**config.mk**
```make
export PLATFORM = sky130hd
export DESIGN_NAME = ps2_pad_responder
export DESIGN_NICKNAME = d
export VERILOG_FILES = /design/src/rtl/ps2_pad_responder.sv
export SDC_FILE = /design/constraint.sdc
export NUM_CORES = 1
export LEC_CHECK = 0
export CAP_MARGIN = 5
export CORE_MARGIN = 5
export CORE_UTILIZATION = 55
export CTS_CLUSTER_DIAMETER = 40
export CTS_CLUSTER_SIZE = 20
export DETAILED_ROUTE_END_ITERATION = 10
export GPL_TIMING_DRIVEN = 0
export PLACE_DENSITY_LB_ADDON = 0.2
export SYNTH_ARGS = -nofsm -noshare
export SYNTH_HDL_FRONTEND = slang
export SYNTH_SLANG_ARGS = --single-unit
export TNS_END_PERCENT = 10
```
**constraint.sdc**
```tcl
create_clock -name CLK_40M -period 3.1 [get_ports CLK_40M]
set_input_delay 0.775 -clock CLK_40M [delete_from_list [all_inputs] [get_ports CLK_40M]]
set_output_delay 0.775 -clock CLK_40M [all_outputs]
set_load 0.005 [all_outputs]
```
**src/rtl/ps2_pad_responder.sv**
```systemverilog
// rtl/ps2_pad_responder.sv - PS2 DualShock pad emulator answering host poll frames
module ps2_pad_responder #(
    parameter logic [7:0] PAD_ID    = 8'h73,
    parameter int         ACK_DELAY = 160,
    parameter int         ACK_LEN   = 120
) (
    input  logic       CLK_40M,
    input  logic       rst,
    input  logic       scs,
    input  logic       sclk,
    input  logic       sdo,
    input  logic [15:0] btn_n,
    input  logic [7:0] stick_rx,
    input  logic [7:0] stick_ry,
    input  logic [7:0] stick_lx,
    input  logic [7:0] stick_ly,
    output logic       di,
    output logic       ack_n,
    output logic       busy,
    output logic       poll_done,
    output logic       frame_err
);

    localparam int            TW    = $clog2(ACK_DELAY + ACK_LEN + 1);
    localparam logic [TW-1:0] T_ON  = TW'(ACK_DELAY);
    localparam logic [TW-1:0] T_OFF = TW'(ACK_DELAY + ACK_LEN);

    typedef enum logic [2:0] {IDLE, SHIFT, ACK, IGNORE, DONE} state_t;

    state_t          state, state_nx;
    logic            scs_m, scs_s, scs_p, sclk_m, sclk_s, sclk_p, sdo_m, sdo_s;
    logic            scs_fall, scs_rise, sclk_fall, sclk_rise;
    logic [8:0][7:0] reply, snap;
    logic            snap_load;
    logic [2:0]      bit_cnt, bit_nx;
    logic [3:0]      byte_cnt, byte_nx, byte_inc;
    logic [7:0]      rx_sh, rx_nx, rx_full;
    logic [TW-1:0]   timer, timer_nx, t_inc;
    logic            di_nx, ack_nx, busy_nx, poll_nx, err_nx;

    always_ff @(posedge CLK_40M or posedge rst) begin
        if (rst) begin
            {scs_m, scs_s, scs_p}    <= 3'b111;
            {sclk_m, sclk_s, sclk_p} <= 3'b111;
            {sdo_m, sdo_s}           <= 2'b11;
        end else begin
            {scs_m, scs_s, scs_p}    <= {scs, scs_m, scs_s};
            {sclk_m, sclk_s, sclk_p} <= {sclk, sclk_m, sclk_s};
            {sdo_m, sdo_s}           <= {sdo, sdo_m};
        end
    end

    assign scs_fall  = scs_p & ~scs_s;
    assign scs_rise  = ~scs_p & scs_s;
    assign sclk_fall = sclk_p & ~sclk_s;
    assign sclk_rise = ~sclk_p & sclk_s;

    // Byte 0 of the reply lives in the low slot so reply[byte_cnt] walks the frame in order.
    assign snap = {stick_ly, stick_lx, stick_ry, stick_rx, btn_n[15:8], btn_n[7:0],
                   8'h5A, PAD_ID, 8'hFF};

    always_comb begin
        state_nx  = state;
        bit_nx    = bit_cnt;
        byte_nx   = byte_cnt;
        rx_nx     = rx_sh;
        timer_nx  = timer;
        di_nx     = di;
        ack_nx    = ack_n;
        busy_nx   = busy;
        poll_nx   = 1'b0;
        err_nx    = 1'b0;
        snap_load = 1'b0;
        t_inc     = timer + 1'b1;
        byte_inc  = byte_cnt + 4'd1;
        rx_full   = {sdo_s, rx_sh[6:0]};
        case (state)
            IDLE: begin
                di_nx  = 1'b1;
                ack_nx = 1'b1;
                if (scs_fall) begin
                    snap_load = 1'b1;
                    byte_nx   = 4'd0;
                    bit_nx    = 3'd0;
                    busy_nx   = 1'b1;
                    di_nx     = snap[0][0];
                    state_nx  = SHIFT;
                end
            end
            SHIFT, ACK: begin
                if (scs_rise) begin
                    ack_nx   = 1'b1;
                    di_nx    = 1'b1;
                    err_nx   = 1'b1;
                    busy_nx  = 1'b0;
                    state_nx = IDLE;
                end else if (state == SHIFT) begin
                    if (sclk_fall && bit_cnt != 3'd0) begin
                        di_nx = reply[byte_cnt][bit_cnt];
                    end else if (sclk_rise) begin
                        rx_nx[bit_cnt] = sdo_s;
                        bit_nx         = bit_cnt + 3'd1;
                        if (bit_cnt == 3'd7) begin
                            if ((byte_cnt == 4'd0 && rx_full != 8'h01) ||
                                (byte_cnt == 4'd1 && rx_full != 8'h42)) begin
                                err_nx   = 1'b1;
                                di_nx    = 1'b1;
                                state_nx = IGNORE;
                            end else if (byte_cnt == 4'd8) begin
                                di_nx    = 1'b1;
                                state_nx = DONE;
                            end else begin
                                timer_nx = 1;
                                state_nx = ACK;
                            end
                        end
                    end
                end else begin
                    // timer counts cycles since the byte-completing edge; ack_n follows one cycle later
                    timer_nx = t_inc;
                    ack_nx   = !(t_inc >= T_ON && t_inc < T_OFF);
                    if (t_inc == T_OFF) begin
                        ack_nx   = 1'b1;
                        byte_nx  = byte_inc;
                        di_nx    = reply[byte_inc][0];
                        state_nx = SHIFT;
                    end
                end
            end
            IGNORE: begin
                di_nx  = 1'b1;
                ack_nx = 1'b1;
                if (scs_rise) begin
                    busy_nx  = 1'b0;
                    state_nx = IDLE;
                end
            end
            DONE: begin
                di_nx = 1'b1;
                if (scs_rise) begin
                    poll_nx  = 1'b1;
                    busy_nx  = 1'b0;
                    state_nx = IDLE;
                end
            end
            default: state_nx = IDLE;
        endcase
    end

    always_ff @(posedge CLK_40M or posedge rst) begin
        if (rst) begin
            state     <= IDLE;
            bit_cnt   <= 3'd0;
            byte_cnt  <= 4'd0;
            rx_sh     <= 8'd0;
            timer     <= '0;
            reply     <= '1;
            di        <= 1'b1;
            ack_n     <= 1'b1;
            busy      <= 1'b0;
            poll_done <= 1'b0;
            frame_err <= 1'b0;
        end else begin
            state     <= state_nx;
            bit_cnt   <= bit_nx;
            byte_cnt  <= byte_nx;
            rx_sh     <= rx_nx;
            timer     <= timer_nx;
            if (snap_load) reply <= snap;
            di        <= di_nx;
            ack_n     <= ack_nx;
            busy      <= busy_nx;
            poll_done <= poll_nx;
            frame_err <= err_nx;
        end
    end

endmodule

```
Word level (Yosys, flattened, before mapping) --
Index checks and enable logic that the tools add are counted.
Storage, ports and cells: bits in registers 95, output and inout bits 5, word-level logic and storage cells 168
Operators by class: add/sub/neg operators 3, $lt $le $gt $ge 6, equality and inequality tests 32, multiplexer cells 64, bitwise gates (word level) 10, reductions and logical operators 27
Operator list (number):
- binary-select mux 8 bit (select 4 bit) | 2
- 2-to-1 mux 9 bit | 6
- 2-to-1 mux 3 bit | 15
- 2-to-1 mux 1 bit | 27
- != test 2 bit, second input constant | 11
- 2-to-1 mux 4 bit | 4
- != test 4 bit, second input constant | 4
- AND reduction 5 bit | 3
- AND reduction 6 bit | 2
- < comparator 4 x 5 -> 1 bit, second input constant | 2
- != test 5 bit, second input constant | 2
- adder 9 x 1 -> 9 bit, second input constant | 1
- == test 9 bit, second input constant | 1
- greater-or-equal comparator 9 x 8 -> 1 bit, second input constant | 1
- < comparator 9 bit, second input constant | 1
- case mux 3 bit (3 select lines) | 1
- bitwise mux 8 bit | 1
- 2-to-1 mux 8 bit | 1
- != test 8 x 1 -> 1 bit, second input constant | 1
- != test 8 x 7 -> 1 bit, second input constant | 1
- case mux 4 bit (2 select lines) | 1
- nonzero test 2 bit | 4
- AND reduction 7 bit | 1
- == test 3 x 2 -> 1 bit, second input constant | 2
- other kinds (28) | 47

Longest topological paths before layout --
Gate-level depths: netlist of the first run.
depth in word-level cells 10, depth in mapped cells 11, depth with buffers taken out 8

Worst setup path after synthesis of the first run --
No wires, ideal clock.
path type reg2reg, start reg byte_cnt[0], end reg timer[6], data arrival time 2548 ps, path slack 420 ps, stages on the path, launching flop included 12, clock period less this slack 2680 ps, cells stage by stage dfrtp_1 > buf_2 > buf_2 > buf_2 > inv_1 > ha_1 > nor4bb_1 > o211ai_1 > a2111oi_0 > o21ai_1 > o21ai_0 > o31ai_1
On the way: longest elaborated chain between the ends 5, elaborated cells between the ends (all ways) 9
RTL lines:
- start, declared | line 36 | logic [3:0] byte_cnt, byte_nx, byte_inc;
- start signal, assigned | line 166 | byte_cnt <= byte_nx;
- == test 4 x 1 -> 1 bit / logical NOT 4 bit (equally long branches) | line 105, 104
- logical AND 1 bit (on tied branches) | line 105, 104
- logical OR 1 bit | line 104 | if ((byte_cnt == 4'd0 && rx_full != 8'h01) ||
- != test 2 bit (no line)
- AND reduction 7 bit (no line) (*)
- end signal, assigned | line 168 | timer <= timer_nx;
- end, declared | line 38 | logic [TW-1:0] timer, timer_nx, t_inc;
Mark *: on every way between the ends. The rest lies on a longest branch, timed or not. A chain may end at the register's enable or synchronous reset.

Worst setup path in the final report of the first run --
start reg byte_cnt[0], end reg timer[5]
Same word-level chain as after synthesis.

==> flow_summary_export.csv, run 1 <==
group,metric,value,unit
yosys,dominantRegCellSynth,"dfstp_2",
floorplan,num_rows,33,
placement,gp_congestion,0.885,
yosys,yosysTopAreaCellShare,0.328,
sta,finalSetupViolCount,0,
yosys,yosys-top-cells-area,"dfstp_2 (33%), dfrtp_1 (15%), mux2_2 (14%)",
critical_path,critPathLaunch,"byte_cnt[0]",
sta,period_share,0.881,
yosys,ys_ff_latch,88,
detailed_routing,wire_per_inst,17.3,µm
critical_path,cp.required,3340,ps
floorplan,start_util,0.569,
detailed_routing,ant_nets,0,
finish,multi_input_area,2280,µm²
critical_path,crit-reg2reg-launch,"byte_cnt[0]",
sta,hold_slack,363,ps
yosys,yosysSeqAreaShare,0.482,
detailed_routing,drc,0,
cts,clock_sinks,88,
yosys,yosysWarnings,0,
yosys,syn-num-nets,465,
global_route,grt_usage,0.212,
power_and_ir_drop,fin_total_pwr,3.99,mW
yosys,synth_area_per_cell,11.7,µm²
sta,finalHoldViolCount,0,
job,maxCapViolations,0,
finish,fin_nets,533,
finish,fin_util,0.681,
critical_path,cp.arrival,2970,ps
cts,clock_path_buffers,2,
finish,seqCellArea,2280,µm²
sta,setup-tns-final,0,ps
run_status,status,"completed",
cts,h-tree-depth,3,
floorplan,die_area,10500,µm²
power_and_ir_drop,p_per_area,706,nW/µm²
hold_path,hp-class,"reg2reg",
floorplan,core,8300,µm²
sta,finClkSkew,11.5,ps
sta,relSlewSlack,0.583,
critical_path,worstPathMaxFanout,19,
finish,post_route_cells_drive_above_1_share,0.352,
yosys,synth_edf_count,0,
global_route,grt_antenna_before_repair,0,
sta,drv_slew,0,
floorplan,io_pins,58,
sta,rsz0062_at_grt,"no",
yosys,synthesis.area,4720,µm²
hold_path,hp-start,"scs_m",
floorplan,die_x,103,µm
placement,place_ws,-348,ps
global_route,grt_pass1_wl,17.5,mm
cts,clk-insertion-delay-late,380,ps
cts,cts_tree,"built",
placement,io_buffers,57,
global_route,first_global_vias,3697,
global_route,globalRouteOverflowTotal,0,
global_route,grt_max_degree,65,
detailed_routing,vias_per_cell,5.95,
floorplan,dieHeight,103,µm
detailed_routing,num_vias,3462,
yosys,yosysUniqueCellTypes,63,
sta,max_freq,366,MHz
cts,numCtsBuffers,9,
critical_path,path_class,"reg2reg",
sta,layout_setup_ws,370,ps
yosys,syn_inst,404,
finish,syn_to_final_growth,19.8,%
cts,root_buffer,"clkbuf_8",
detailed_routing,first_pass_iters,4,
cts,path_clk_slew,100,ps
yosys,synth_top_cell_by_area,"dfstp_2",
power_and_ir_drop,vdd_drop_max,0.000390,V
detailed_routing,detail_route.wirelength,10.1,mm
detailed_routing,drt-initial-drc-count,126,
critical_path,cp-end-kind,"register",
yosys,synthArstFlopShare,1.00,
finish,n_antenna_cell,0,
sta,period_needed,2730,ps
power_and_ir_drop,cellLeakagePower,2.20,nW
critical_path,start_kind,"register",
sta,worstMarginPinSlew,625,ps
finish,nFillCells,634,
placement,hpwl,7.47,mm
-- worst max-delay path, cell delays in order, from the launching register on --
cell and delay, ps:
dfrtp_1 390, buf_4 210, buf_6 220, inv_1 110
ha_1 250, nor4bb_1 290, o211ai_1 220, a2111oi_2 380
o21ai_2 200, o21ai_0 190, o21ai_0 120
-- area by class of cell --
cell class | instances | share of cell area
clock buffers | 9 | 0.0219
clock inverters | 7 | 0.0111
flip-flops and latches | 88 | 0.403
well taps | 105 | 0.0232
multi-input cells | 280 | 0.404
plain buffers | 23 | 0.0228
repair buffers | 58 | 0.106
inverters | 12 | 0.00841
-- flip-flops by register name, indices dropped and copies added, names as in the netlist --
register / cells
sclk_p: 1
poll_done: 1
rx_sh: 7
scs_p: 1
byte_cnt: 4
reply: 49
scs_m: 1
timer: 9
state: 3
sclk_s: 1
busy: 1
frame_err: 1
sdo_m: 1
ack_n: 1
scs_s: 1
sclk_m: 1
bit_cnt: 3
sdo_s: 1
di: 1
-- cells in the mapped netlist (9+ instances only) --
master,number
dfstp_2,59
mux2_2,57
dfrtp_1,29
nand2_1,25
o21ai_0,18
nor2_1,16
nand3_1,14
inv_1,12
clkbuf_1,11
mux2i_1,10
a21oi_1,9
buf_2,9
-- cell families after synthesis --
group	share of synthesized area
muxes	0.195
DFF	0.482
AOI/OAI and AO/OA	0.128
adders and majority gates	0.0212
buffers and inverters	0.0358
xor gates and xnor gates	0.0111
and+or+nand+nor	0.126
-- report_power, final --
group	internal, mW	total (mW)	switching, mW
sequential	1.79	2.03	0.235
combinational	0.688	1.19	0.504
clock	0.309	0.775	0.466
-- cells in the final DEF (no fill, tap or decap), types with 9 or more instances in the layout --
master	synthesis	layout
nand2_1	25	25
nor2_1	16	16
clkbuf_1	11	10
clkdlybuf4s50_1	0	57
clkbuf_8	0	9
mux2i_1	10	10
a21oi_1	9	9
mux2_2	57	57
dfrtp_1	29	29
nand3_1	14	14
dfstp_2	59	59
o21ai_0	18	18
inv_1	12	11
-- final timing paths --
| path | endpoint | slack [ps] | cells past startpoint |
|---|---|---|---|
| worst min-delay path | scs_s | 360 | 0 |
| worst min register to register | scs_s | 360 | 0 |
| min in group asynchronous | busy | 730 | 2 |
| worst max-delay path | timer[5] | 370 | 10 |
| worst max register to register | timer[5] | 370 | 10 |
| max in group asynchronous | reply[28] | 1720 | 3 |
-- repair_timing --
item	in CTS	in global routing
endpoints found under the setup margin	9	9
resized for setup	5	3
pin swaps	0	1
setup buffers	0	0
hold buffers	0	0
-- through the flow --
step,instance area [µm²],cells
6_report,5650,582
3_5_place_dp,5450,567
2_1_floorplan,4720,404
5_1_grt,5650,582
4_1_cts,5650,583
3_3_place_gp,5420,566
-- layer usage --
metal  up-vias  share of wire  track usage
li1       1632              -            -
met1      1709           0.43        0.266
met2        99           0.50        0.352
met3        22          0.051       0.0575
met4         0          0.021       0.0807
met5         -              0            0
No activity file was read; power rests on OpenSTA's default activity.
==> run 2: changes to the inputs <==
--- a/config.mk
+++ b/config.mk
@@ -5,6 +5,7 @@
 export SDC_FILE = /design/constraint.sdc
 export NUM_CORES = 1
 export LEC_CHECK = 0
+export ABC_CLOCK_PERIOD_IN_PS = 3100
 export CAP_MARGIN = 5
 export CORE_MARGIN = 5
 export CORE_UTILIZATION = 55
==> results of run 2 <==
No change in the layout: final DEF, timing and power equal those of run 1.
